[src/rtl/fir_pkg.sv]
// Shared widths, rounding helper and stage-valid record for the fir_ntap datapath.
package fir_pkg;

  // Accumulator width that can hold the sum of every full-width product without overflow.
  function automatic int unsigned fir_acc_w(input int unsigned dw, input int unsigned cw,
                                            input int unsigned taps);
    return dw + cw + int'($clog2(taps));
  endfunction

  // Half-LSB constant added before an arithmetic right shift (round half up).
  function automatic int unsigned fir_round_const(input int unsigned shift);
    return (shift == 0) ? 32'd0 : (32'd1 << (shift - 1));
  endfunction

  // Valid bits travelling alongside the sample: capture edge, then stage 1.
  typedef struct packed {
    logic cap;
    logic s1;
  } fir_vld_t;

endpackage

[src/rtl/fir_round_sat.sv]
// Stage-2 round, shift and narrow to OW; FIR_NTAP_SAT_EN selects clamping over wrap.
module fir_round_sat
  import fir_pkg::*;
#(
  parameter int unsigned AW    = 19,
  parameter int unsigned OW    = 16,
  parameter int unsigned SHIFT = 0
) (
  input  logic signed [AW-1:0] i_acc,
  output logic signed [OW-1:0] o_data_c,
  output logic                 o_sat_c
);

  // One extra bit so the rounding add cannot overflow; XW always exceeds OW.
  localparam int unsigned RW = AW + 1;
  localparam int unsigned XW = ((RW > OW) ? RW : OW) + 1;
  localparam logic signed [RW-1:0] RND = RW'(fir_round_const(SHIFT));

  logic signed [RW-1:0] w_sum;
  logic signed [RW-1:0] w_r;
  logic signed [XW-1:0] w_rx;

  assign w_sum = RW'(i_acc) + RND;
  assign w_r   = w_sum >>> SHIFT;
  assign w_rx  = XW'(w_r);

`ifdef FIR_NTAP_SAT_EN
  logic signed [XW-1:0] w_max;
  logic signed [XW-1:0] w_min;

  assign w_max = {{(XW - OW + 1){1'b0}}, {(OW - 1){1'b1}}};
  assign w_min = ~w_max;

  always_comb begin
    o_data_c = OW'(w_rx);
    o_sat_c  = 1'b0;
    if (w_rx > w_max) begin
      o_data_c = OW'(w_max);
      o_sat_c  = 1'b1;
    end else if (w_rx < w_min) begin
      o_data_c = OW'(w_min);
      o_sat_c  = 1'b1;
    end
  end
`else
  // Wrap mode keeps only the low OW bits; the discarded upper bits are folded away.
  logic w_unused_hi;

  assign w_unused_hi = ^w_rx[XW-1:OW];
  assign o_data_c    = OW'(w_rx);
  assign o_sat_c     = 1'b0;
`endif

endmodule

[src/rtl/fir_ntap.sv]
// N-tap direct-form FIR: programmable coefficients, two-stage registered pipeline.
// Output clamping is enabled by defining FIR_NTAP_SAT_EN (see fir_round_sat).
module fir_ntap
  import fir_pkg::*;
#(
  parameter int unsigned TAPS     = 8,
  parameter int unsigned DW       = 8,
  parameter int unsigned CW       = 8,
  parameter int unsigned OW       = 16,
  parameter int unsigned SHIFT    = 0,
  parameter int          COEF_RST = 1
) (
  input  logic                      clk,
  input  logic                      rst_n,
  input  logic                      in_valid,
  input  logic signed [DW-1:0]      in_data,
  input  logic                      clear,
  input  logic                      coef_we,
  input  logic [$clog2(TAPS)-1:0]   coef_addr,
  input  logic signed [CW-1:0]      coef_data,
  output logic                      out_valid,
  output logic signed [OW-1:0]      out_data,
  output logic                      out_sat
);

  localparam int unsigned AW = fir_acc_w(DW, CW, TAPS);
  localparam int unsigned PW = DW + CW;
  localparam int unsigned AD = $clog2(TAPS);

  // Taps, coefficients and products are flat vectors; element i sits at i*W.
  logic [TAPS*DW-1:0]   r_line;
  logic [TAPS*CW-1:0]   r_coef;
  logic [TAPS*PW-1:0]   r_prod;
  fir_vld_t             r_vld;
  logic                 r_out_valid;
  logic signed [OW-1:0] r_out_data;
  logic                 r_out_sat;

  logic signed [AW-1:0] w_acc;
  logic signed [OW-1:0] w_data;
  logic                 w_sat;

  // Coefficient bank: out-of-range addresses match no tap; clear leaves it untouched.
  always_ff @(posedge clk or negedge rst_n) begin
    if (!rst_n) begin
      r_coef <= {TAPS{CW'(COEF_RST)}};
    end else if (coef_we) begin
      for (int unsigned i = 0; i < TAPS; i++) begin
        if (coef_addr == AD'(i)) begin
          r_coef[i*CW +: CW] <= coef_data;
        end
      end
    end
  end

  // Delay line and stage-1 products; products see the coefficients before any same-edge write.
  always_ff @(posedge clk or negedge rst_n) begin
    if (!rst_n) begin
      r_line <= '0;
      r_prod <= '0;
      r_vld  <= '0;
    end else if (clear) begin
      r_line <= '0;
      r_prod <= '0;
      r_vld  <= '0;
    end else begin
      if (in_valid) begin
        r_line <= {r_line[(TAPS-1)*DW-1:0], in_data};
      end
      for (int unsigned i = 0; i < TAPS; i++) begin
        r_prod[i*PW +: PW] <= PW'($signed(r_line[i*DW +: DW])) *
                              PW'($signed(r_coef[i*CW +: CW]));
      end
      r_vld.cap <= in_valid;
      r_vld.s1  <= r_vld.cap;
    end
  end

  always_comb begin
    w_acc = '0;
    for (int unsigned i = 0; i < TAPS; i++) begin
      w_acc = w_acc + AW'($signed(r_prod[i*PW +: PW]));
    end
  end

  fir_round_sat #(
    .AW    (AW),
    .OW    (OW),
    .SHIFT (SHIFT)
  ) u_round_sat (
    .i_acc    (w_acc),
    .o_data_c (w_data),
    .o_sat_c  (w_sat)
  );

  // Stage 2 output register; clear drops valid/sat but keeps the last data word.
  always_ff @(posedge clk or negedge rst_n) begin
    if (!rst_n) begin
      r_out_valid <= 1'b0;
      r_out_data  <= '0;
      r_out_sat   <= 1'b0;
    end else if (clear) begin
      r_out_valid <= 1'b0;
      r_out_sat   <= 1'b0;
    end else begin
      r_out_valid <= r_vld.s1;
      r_out_data  <= w_data;
      r_out_sat   <= w_sat;
    end
  end

  assign out_valid = r_out_valid;
  assign out_data  = r_out_data;
  assign out_sat   = r_out_sat;

endmodule

[config.mk]
export PLATFORM = sky130hd
export DESIGN_NAME = fir_ntap
export DESIGN_NICKNAME = d
export VERILOG_FILES = /design/src/rtl/fir_pkg.sv /design/src/rtl/fir_round_sat.sv /design/src/rtl/fir_ntap.sv
export SDC_FILE = /design/constraint.sdc
export NUM_CORES = 2
export LEC_CHECK = 0
export ABC_AREA = 1
export CORE_ASPECT_RATIO = 0.5
export CORE_MARGIN = 2
export CORE_UTILIZATION = 55
export DETAILED_ROUTE_END_ITERATION = 12
export HOLD_SLACK_MARGIN = 0.08
export MAX_ROUTING_LAYER = met4
export PLACE_DENSITY = 0.74
export SYNTH_ARGS = -nofsm -noshare
export SYNTH_HDL_FRONTEND = slang
export SYNTH_SLANG_ARGS = --single-unit
export TNS_END_PERCENT = 50
[constraint.sdc]
create_clock -name clk -period 5.9 [get_ports clk]
set_input_delay 1.18 -clock clk [delete_from_list [all_inputs] [get_ports clk]]
set_output_delay 1.18 -clock clk [all_outputs]
set_load 0.1 [all_outputs]
==> impl_metrics.ini <==
[pwr]
powerDensity_nw_per_um2 = 255.9
p_total_mw = 9.070
ir_drop_mv = 0.3297
power.leakage_nw = 20.92

[yosys]
synth_xor_area_share_pct = 1.407
synth.area.mux_share_pct = 0
yosysMostFrequentCell = inv_1
synth.area.top_cells = fa_1 (31%), dfrtp_1 (20%), inv_1 (15%)
synth_edf_count = 0
synthArstFlopShare_pct = 100.0
synthAdderAreaFrac_pct = 40.61
ys_types = 45
synth_top_cells_by_count = inv_1 (1,321), nand2_1 (819), fa_1 (527)
yosysTopAreaCell = fa_1
synth_top_family_by_area = adder cells
synth_top_area_share_pct = 31.38
ys.flop_type = dfrtp_1
syn_area_um2 = 33620
syn-num-nets = 4982
yosys.area_share.simple_pct = 14.42
avgSynthCellArea_um2 = 8.038
ys_warn_count = 0
netlist_instances = 4183
ys_ff_latch = 275
yosysSeqAreaShare_pct = 20.50
synth_compound_area_share_pct = 6.322

[clocking]
cts_tree = yes
cts_buffers = 29
clock_latency_ns = 0.58
cts_hold_buf = 0
clkTransAtPathRegs_ns = 0.07
h-tree-depth = 1
clockBufferDepth = 3
cts_root_buffer = clkbuf_16
postCtsResizedCells = 0
clock_sinks = 275
postCtsSetupBuffers = 0

[floorplan]
dieArea_um2 = 63250
row_count = 64
core-area_um2 = 60780
ios = 42
start_util_pct = 55.32
die_h_um = 178.8
dieWidth_um = 353.7

[worst_setup_path]
cp_max_fo = 8
cp.required_ns = 6.37
critPathKind = flop to flop
path_cells = inv_1, nand2_1, fa_1, fa_1, inv_1, fa_1, inv_1, fa_1, inv_1, ha_1, a21oi_1, o21ai_0, nand2_1, nand3_1, o21ai_0, a21oi_1
cp_slowest_cell = dfrtp_1
critPathArrivalTime_ns = 4.91
max_stage_delay_ns = 0.55
end_kind = flop
start_kind = flop

[place]
dpl_cell_area_um2 = 34470
dp_hpwl_um = 65530
dp_slack_ns = 1.518
gp_congestion = 0.9436
dp_cells = 4897
numPortBuffers = 40

[detailed_routing]
drt_iter0_markers = 1982
dr_total_vias = 24870
wl_per_cell_um = 16.43
drt_pre_antenna_iters = 6
finalWirelength_um = 81330
drc = 0
drtAntennaViolNets = 0
vias_per_cell = 5.025

[timing]
final-hold-violation-count = 0
fmax_mhz = 225.2
finalClockSkew_ns = 0.01997
worst_pin_slew_ns = 1.050
min_period_ns = 4.440
post-route-period-util_pct = 75.26
finalMaxSlewViolations = 0
timing.final.ws_setup_ns = 1.460
rsz0062_at_grt = false
setup_viol = 0
slew_headroom_pct = 29.94
fin_setup_tns_ns = 0
hold_ws_ns = 0.4642

[grt]
grt-ovfl-total = 0
grt_pass1_wl_um = 134800
track_usage_pct = 28.09
grt_max_degree = 136
grt_pass1_vias = 25800
antenna_found_initial = 4

[finish]
seqCellArea_um2 = 6892
final_cells = 4950
nFillCells = 5323
antennaDiodeCount = 0
num-nets-final = 4902
areaGrowthSynthToFinish_pct = 5.425
stdcell_area_um2 = 35450
utilization_pct = 58.32
multi_input_area_um2 = 21110
layout-drive-gt1-share_pct = 2.400

[run]
max_cap_violations = 0

[hold_path]
min_path_type = flop to flop

[outcome]
outcome = complete, no violations
[per-layer routing]
metal / global-route usage [%] / share of wire [%]
met1: 37.80 / 44
met2: 43.93 / 45
met3: 5.303 / 7.7
met4: 7.890 / 3.3
met5: - / 0
[state kept, by name, indices dropped and copies added, names as in the netlist]
signal / count
r_prod: 128
r_vld: 2
out_data: 16
r_line: 64
r_coef: 64
out_valid: 1
[power breakdown]
part | switching (mW) | leakage (nW) | internal [mW] | total [mW]
registers | 0.371 | 3.64 | 2.14 | 2.51
clock network | 0.847 | 0.470 | 1.10 | 1.95
logic | 2.95 | 16.8 | 1.66 | 4.61
total | 4.17 | 20.9 | 4.90 | 9.07
[layout make-up]
| class | count | share of cell area (%) |
|---|---|---|
| well taps | 825 | 2.912 |
| clock buffers | 36 | 2.150 |
| inverters | 1327 | 14.05 |
| multi-input cells | 2424 | 59.54 |
| clock inverters | 17 | 0.6071 |
| repair buffers | 46 | 1.299 |
| flip-flops and latches | 275 | 19.44 |
[path summary, 6_finish.rpt]
check / start / to / slack (ns) / depth (start not counted)
setup reg to reg: r_line[48] / r_prod[110] / 1.46 / 16
hold reg to reg: r_vld[1] / r_vld[0] / 0.46 / 2
setup / recovery: r_line[48] / r_prod[110] / 1.46 / 16
min in group asynchronous: rst_n / r_coef[63] / 0.60 / 1
hold / removal: r_vld[1] / r_vld[0] / 0.46 / 2
max in group asynchronous: rst_n / r_coef[23] / 4.03 / 2
[logic make-up (layout without fill, tap and decap cells)]
family	after synthesis	in the layout
buffers and inverters	1484	1426
AND/OR/NAND/NOR	1206	1206
adder cells (fa/ha/maj)	775	775
AO/OA/AOI/OAI	388	388
flip-flops	275	275
XOR/XNOR	54	54
other	1	1
[cell usage in the layout, fill, tap and decap left out, drive strengths merged]
cell           count
a21boi             1
a21o               1
a21oi            149
a31oi              6
and3               3
buf                8
bufinv             4
clkbuf            36
clkdlybuf4s50     38
clkinv             8
clkinvlp           3
conb               1
dfrtp            267
dfstp              8
fa               527
ha               248
inv             1329
nand2            826
nand2b             3
nand3             94
nand3b             6
nand4             13
nor2             243
nor3               7
nor4               2
o211ai             1
o21a               7
o21ai            157
o21ba              2
o21bai            14
o22ai             48
o31a               2
or2                9
xnor2             31
xor2              23
[worst max-delay path, delay by kind of cell (launching register included)]
| family | cells | cell delay [ns] |
|---|---|---|
| compound gates | 4 | 0.73 |
| fa+ha+maj | 5 | 2.28 |
| buf+inv | 4 | 0.38 |
| flops | 1 | 0.55 |
| simple gates | 3 | 0.38 |
Note: power is estimated with default switching activity, not from simulation.
